### src/rtl/fetch_controller.sv
// fetch_controller: owns the program counter, presents it to instruction memory,
// and registers each fetched instruction into a one-entry valid/ready output stage
// toward decode. It handles start, stall, redirect (branch/jump) and halt detection.
//
// Ports:
//   clk, reset          clock; synchronous active-high reset
//   start               leave IDLE and begin fetching
//   imem_addr           combinational read address (pc, zero-extended)
//   imem_instr          instruction returned combinationally for imem_addr
//   instr_out/instr_pc  registered instruction and its PC
//   instr_valid         output stage holds a live instruction
//   instr_ready         decode accepts the instruction this cycle
//   redirect/redirect_pc flush the output stage and reload pc
//   halted              sticky: the halt instruction has been delivered
//   fetch_count         number of completed handshakes since reset
module fetch_controller #(
  parameter int unsigned ADDR_W     = 12,
  parameter logic [31:0] START_PC   = 32'h0,
  parameter logic [8:0]  HALT_INSTR = 9'h1FF
) (
  input  logic        clk,
  input  logic        reset,
  input  logic        start,
  output logic [31:0] imem_addr,
  input  logic [8:0]  imem_instr,
  output logic [8:0]  instr_out,
  output logic [31:0] instr_pc,
  output logic        instr_valid,
  input  logic        instr_ready,
  input  logic        redirect,
  input  logic [31:0] redirect_pc,
  output logic        halted,
  output logic [31:0] fetch_count
);

  localparam int unsigned DATA_W  = 32;
  localparam int unsigned INSTR_W = 9;

  typedef enum logic [1:0] {
    IDLE   = 2'd0,
    FETCH  = 2'd1,
    HALTED = 2'd2
  } state_t;

  state_t              state, state_n;
  logic [ADDR_W-1:0]   pc, pc_n;
  logic [INSTR_W-1:0]  instr_out_n;
  logic [DATA_W-1:0]   instr_pc_n;
  logic                instr_valid_n;
  logic                halted_n;
  logic [DATA_W-1:0]   fetch_count_n;
  logic                halt_pending, halt_pending_n;
  logic                handshake;

  // Only the low ADDR_W bits of a redirect target are meaningful.
  logic unused_redirect_hi;
  assign unused_redirect_hi = ^redirect_pc[DATA_W-1:ADDR_W];

  // Memory sees the current pc with no register in between.
  assign imem_addr = DATA_W'(pc);

  // State register.
  always_ff @(posedge clk) begin
    if (reset) begin
      state        <= IDLE;
      pc           <= START_PC[ADDR_W-1:0];
      instr_out    <= '0;
      instr_pc     <= '0;
      instr_valid  <= 1'b0;
      halted       <= 1'b0;
      fetch_count  <= '0;
      halt_pending <= 1'b0;
    end else begin
      state        <= state_n;
      pc           <= pc_n;
      instr_out    <= instr_out_n;
      instr_pc     <= instr_pc_n;
      instr_valid  <= instr_valid_n;
      halted       <= halted_n;
      fetch_count  <= fetch_count_n;
      halt_pending <= halt_pending_n;
    end
  end

  // Next-state logic: redirect beats capture, capture beats stall.
  always_comb begin
    state_n        = state;
    pc_n           = pc;
    instr_out_n    = instr_out;
    instr_pc_n     = instr_pc;
    instr_valid_n  = instr_valid;
    halted_n       = halted;
    fetch_count_n  = fetch_count;
    halt_pending_n = halt_pending;
    handshake      = instr_valid & instr_ready;

    case (state)
      IDLE: begin
        if (start) state_n = FETCH;
      end

      FETCH: begin
        // A handshake always counts; the stage empties unless refilled below.
        if (handshake) begin
          fetch_count_n = fetch_count + DATA_W'(1);
          instr_valid_n = 1'b0;
        end

        if (redirect) begin
          pc_n           = redirect_pc[ADDR_W-1:0];
          instr_valid_n  = 1'b0;
          halt_pending_n = 1'b0;
        end else if (!halt_pending && (!instr_valid || instr_ready)) begin
          instr_out_n   = imem_instr;
          instr_pc_n    = DATA_W'(pc);
          instr_valid_n = 1'b1;
          pc_n          = pc + ADDR_W'(1);
          if (imem_instr == HALT_INSTR) halt_pending_n = 1'b1;
        end else if (halt_pending && handshake) begin
          // The halt instruction itself has just been accepted by decode.
          state_n        = HALTED;
          halted_n       = 1'b1;
          halt_pending_n = 1'b0;
        end
      end

      HALTED: begin
        instr_valid_n = 1'b0;
      end

      default: begin
        state_n = IDLE;
      end
    endcase
  end

endmodule

### config.mk
export PLATFORM = sky130hd
export DESIGN_NAME = fetch_controller
export DESIGN_NICKNAME = d
export VERILOG_FILES = /design/src/rtl/fetch_controller.sv
export SDC_FILE = /design/constraint.sdc
export NUM_CORES = 1
export LEC_CHECK = 0
export ABC_CLOCK_PERIOD_IN_PS = 2300
export CORE_ASPECT_RATIO = 1.25
export CORE_MARGIN = 5
export CORE_UTILIZATION = 40
export DETAILED_ROUTE_END_ITERATION = 7
export PLACE_DENSITY = 0.76
export SYNTH_ARGS = -nofsm -noshare
export SYNTH_HDL_FRONTEND = slang
export SYNTH_SLANG_ARGS = --single-unit
export TNS_END_PERCENT = 100
### constraint.sdc
create_clock -name clk -period 2.3 [get_ports clk]
set_clock_uncertainty 0.1 [all_clocks]
set_input_delay 0.69 -clock clk [delete_from_list [all_inputs] [get_ports clk]]
set_output_delay 0.69 -clock clk [all_outputs]
set_load 0.01 [all_outputs]
# Yosys cells after proc, flatten, opt, wreduce, memory -nomap -nowiden
# Index checks and enable logic that the tools add are counted.
[word_totals]
register_bits = 70
latchBits = 0
ramBits = 0
mem_bits_ro = 0
inputBits = 46
output_inout_bits = 107
wordCells = 54
memories = 0
[op_classes]
n_addsub = 2
mul = 0
div = 0
n_lt_le_gt_ge = 0
n_eq_ne = 9
shift = 0
muxes = 15
bitwise = 4
n_reduce_logical = 16
[ops]
columns = ["operator", "count"]
rows = [
  ["$add 32x1->32 const B", 1],
  ["$mux 12", 2],
  ["$add 12x1->12 const B", 1],
  ["$eq 9x9->1 const B", 1],
  ["$mux 2", 4],
  ["$ne 2x2->1 const B", 4],
  ["$mux 1", 7],
  ["$pmux 2 s3", 1],
  ["$reduce_and 2->1", 3],
  ["$reduce_and 3->1", 2],
  ["$reduce_and 5->1", 1],
  ["$ne 4x4->1 const B", 1],
  ["$reduce_and 4->1", 1],
  ["$reduce_bool 2->1", 2],
  ["$ne 3x2->1 const B", 1],
  ["$not 1->1", 3],
  ["$reduce_bool 3->1", 1],
  ["$eq 2x1->1 const B", 1],
  ["$eq 2x2->1 const B", 1],
  ["$logic_and 1x1->1", 2],
  ["$logic_not 1->1", 2],
  ["$logic_not 2->1", 1],
  ["$pmux 1 s2", 1],
  ["$and 1x1->1", 1],
  ["$logic_or 1x1->1", 1],
]

# Longest topological paths before layout
[logic_depth]
depth_word = 6
ltp_mapped = 10
ltp_nobuf = 6

# Worst setup path after synthesis
# OpenSTA, ideal clock, no wires.
[synth_path]
path_type = "register to register"
from = "reg state[1]"
to = "reg fetch_count[19]"
setup_ns = 0.070
arrival_ns = 1.940
t_required_ns = 2.130
slack_ns = 0.190
path_stages_with_launch = 10
n_path_buf = 3
period_less_slack_ns = 2.110
path_cell_list = "dfxtp_1 inv_1 ha_1 buf_2 and3_1 buf_2 nand4_2 clkbuf_1 or4_1 a21oi_1"
[synth_between]
elab_chain_cells = 2
[synth_lines]
columns = ["item", "line", "text"]
rows = [
  ["from (decl)", "45", "state_t state, state_n;"],
  ["from (signal assigned)", "74", "state <= state_n;"],
  ["$eq 2x1->1", "97", "case (state)"],
  ["$reduce_and 2->1 (no source line)", "n/a", ""],
  ["to (signal assigned)", "80", "fetch_count <= fetch_count_n;"],
  ["to (decl)", "33", "output logic [31:0] fetch_count"],
]
# No other way between the ends.
# A chain may end at the register's enable or synchronous reset.

# Worst setup path in the final report
[layout_path]
from = "reg fetch_count[17]"
to = "reg fetch_count[29]"
[layout_between]
elab_chain_cells = 1
[layout_lines]
columns = ["item", "line", "text"]
rows = [
  ["$add 32x1->32", "105", "fetch_count_n = fetch_count + DATA_W'(1);"],
]
# No other way between the ends.

==> reports/results.md <==
| Quantity | Reported |
| --- | --- |
| Global-route wire length before repair | 16000 um |
| Result of the run | finished, final reports clean |
| Y dimension of the die | 117 um |
| Synthesis Warnings | 0 |
| Worst reg-to-reg path cell count | 4 |
| Highest fanout seen on the critical path | 10 |
| Final sum of negative setup slack | 0 ns |
| CP arrival | 2.34 ns |
| Most used flip-flop cell after synthesis | dfxtp_1 |
| Launching element type of the critical path | register |
| Unrepaired setup endpoints after global routing | false |
| Worst reg2reg setup slack | 0.10 ns |
| Input/output buffers | 92 |
| Hold violation count in the final report | 0 |
| Post-place setup slack | -0.321 ns |
| Startpoint of the lowest-slack register-to-register path | fetch_count[17] |
| Sequential fraction of the synthesis area | 38.4% |
| Post-CTS setup buffer count | 0 |
| Num Clock Sinks | 70 |
| Post-synthesis to final-layout area growth | 37.5% |
| Maximum root-to-sink buffer count | 2 |
| Number of different library cells in the post-synthesis netlist | 47 |
| Gp weighted congestion | 0.814 |
| Post-Synthesis Cells | 457 |
| Routed length per instance | 14.5 um |
| Flop and latch count out of synthesis | 70 |
| All-Layer GR Usage | 17.8% |
| Number of antenna violations at the first check in global routing | 0 |
| Hold path startpoint | instr_pc[5] |
| Avg Inst Size Synth | 7.98 um2 |
| Detailed router's first-iteration violation count | 211 |
| Post-detailed-route DRC marker count | 0 |
| Number of nets in the final layout | 612 |
| Power Density | 595 nW/um2 |
| Number of CTS-inserted buffers | 9 |
| Destination of the worst hold path | instr_pc[5] |
| Min Clock Period, post-route | 2.20 ns |
| Number of max-cap violations | 0 |
| Final number of setup-violating endpoints | 0 |
| Final std cells w/o fill | 688 |
| Total global routing overflow | 0 |
| Initial Util | 40.4% |
| Antenna Violating Nets Remaining | 0 |
| Via count of the first global-routing pass | 3592 |
| End of the worst register-to-register path | fetch_count[29] |
| Clock slew at reported path FFs | 0.05 ns |
| Post-CTS Resized | 0 |
| Full die area | 11100 um2 |
| TritonCTS clock tree | yes |
| Share of final-layout standard cells stronger than drive strength 1 | 9.73% |
| Utilization after layout | 55.6% |
| Clock latency on the worst-skew pair | 0.32 ns |
| Placement row count | 39 |
| Max H-tree Level | 3 |
| # placed instances | 673 |
| Number of pins exceeding their max-slew limit in the final report | 0 |
| Required time at the endpoint of the critical path | 2.45 ns |
| Min-Delay Path Class | reg2reg |
| Crit. End Element | register |
| FFs w/ async S/R, synth | 0% |
| # IOs | 153 |
| Post-DR vias/cell | 5.26 |
| Pin count of the biggest net entering global routing | 52 |
| Cell depth of the worst min-delay path | 2 |
| CTS hold repair buffers | 0 |
| Detailed placer's ending HPWL | 7390 um |
| Cell Area, Synth | 3650 um2 |
| Static power due to leakage | 1.79 nW |
| Smallest setup slack after layout | 0.103 ns |
| Area of the core region | 9030 um2 |
| Share of the clock period used by the worst path | 95.5% |
| Fmax | 455 MHz |
| Post-synth EDFFs | 0 |
| Total iterations of the first detailed-routing run | 5 |
| CTS Root Buffer Type | clkbuf_16 |
| Drt total wl | 9990 um |
| IR drop worst, VDD | 0.421 mV |
| Width of the chip | 95.4 um |
| Via total after detailed routing | 3621 |
| Number of antenna repair diodes | 0 |
| Path type of the worst setup path | reg2reg |
==> power breakdown <==
part	total [W]	switching (W)	internal, W	leakage (nW)
logic	0.000433	0.000233	0.000200	1.09
clock network	0.00126	0.000478	0.000782	0.133
registers	0.00129	0.0000396	0.00125	0.566
total	0.00298	0.000751	0.00223	1.79
==> metrics by stage <==
step | cell area, um2 | power [W] | hold WS (ns)
floorplan | 3790 | 0.00158 | 0.381
global route | 5020 | 0.00312 | 0.375
finish | 5020 | 0.00298 | 0.355
CTS | 5010 | 0.00302 | 0.357
detailed placement | 4750 | 0.00175 | 0.350
global placement | 4750 | 0.00173 | 0.342
==> layer usage <==
metal | up-vias | track usage (%) | share of wire [%]
met1 | 1687 | 19.7 | 39
met3 | 15 | 4.60 | 7.2
met5 | - | 0 | 0
met4 | 0 | 7.78 | 1.7
met2 | 143 | 32.0 | 52
li1 | 1776 | - | -
==> sequential cells by signal, summed over array words and instances, names as in the netlist <==
signal,cells
fetch_count,32
instr_pc,12
pc,12
instr_out,9
state,2
halt_pending,1
halted,1
instr_valid,1
==> layout make-up <==
type	instances	area, um2
clock buffer	14	264
clock inverter	1	5.00
fill	847	4010
inverter	8	30.0
multi-input combinational	347	1950
sequential	70	1400
tap	123	154
timing repair buffer	125	1220
==> cells by family after synthesis <==
group	count (synthesis)	synth area share, %
AND/OR/NAND/NOR	177	25.5
AO/OA/AOI/OAI	113	18.9
buffers and inverters	79	12.4
flip-flops	70	38.4
XOR/XNOR	8	1.92
adder cells (fa/ha/maj)	5	1.71
multiplexers	4	1.10
other	1	0.103
==> placed cells by master (no fill, tap or decap), types with 4 or more instances in the layout <==
cell,Yosys,routed
a211oi_1,4,4
a21oi_1,54,54
a31o_2,4,4
a31oi_1,6,6
and2_1,4,4
and3_1,5,5
and4_1,7,7
buf_12,0,4
buf_4,40,29
clkbuf_16,0,9
clkdlybuf4s50_1,0,90
conb_1,1,40
dfxtp_1,70,70
ha_1,5,5
inv_1,7,7
mux2i_1,4,4
nand2_1,59,59
nand3_1,22,22
nand4_1,14,14
nor2_1,22,22
o21ai_0,11,11
o31ai_1,20,20
or3_1,12,12
or4_1,15,15
xnor2_1,4,4
xor2_1,4,4
==> worst max path at each step <==
stage,from,endpoint,slack (ns),cells after the start
global route,fetch_count[17],fetch_count[31],0.002,4
floorplan,state[1],fetch_count[19],0.19,9
finish,fetch_count[17],fetch_count[29],0.10,4
global placement,instr_ready,fetch_count[29],-0.29,6
detailed placement,instr_ready,fetch_count[29],-0.32,6
CTS,instr_ready,fetch_count[17],0.02,6
==> cell usage after synthesis, types with 3 or more instances <==
library cell / count / share of area [%]
dfxtp_1: 70 / 38
nand2_1: 59 / 6.1
a21oi_1: 54 / 7.4
buf_4: 40 / 8.2
clkbuf_1: 25 / 2.6
nand3_1: 22 / 3.0
nor2_1: 22 / 2.3
o31ai_1: 20 / 4.1
or4_1: 15 / 3.1
nand4_1: 14 / 2.4
or3_1: 12 / 2.1
o21ai_0: 11 / 1.5
and4_1: 7 / 1.7
inv_1: 7 / 0.72
a31oi_1: 6 / 1.0
and3_1: 5 / 0.86
ha_1: 5 / 1.7
a211oi_1: 4 / 0.82
a31o_2: 4 / 0.96
and2_1: 4 / 0.69
buf_2: 4 / 0.55
mux2i_1: 4 / 1.1
xnor2_1: 4 / 0.96
xor2_1: 4 / 0.96
nand2b_1: 3 / 0.51
nor3_1: 3 / 0.41
nor4_1: 3 / 0.51
==> worst max-delay path, cell delays in order (launching register included) <==
cell	delay, ns
dfxtp_1	0.44
nand4_2	0.20
or4_1	0.71
or4_1	0.51
a21oi_1	0.16
Power figures use the tool's default switching activity.
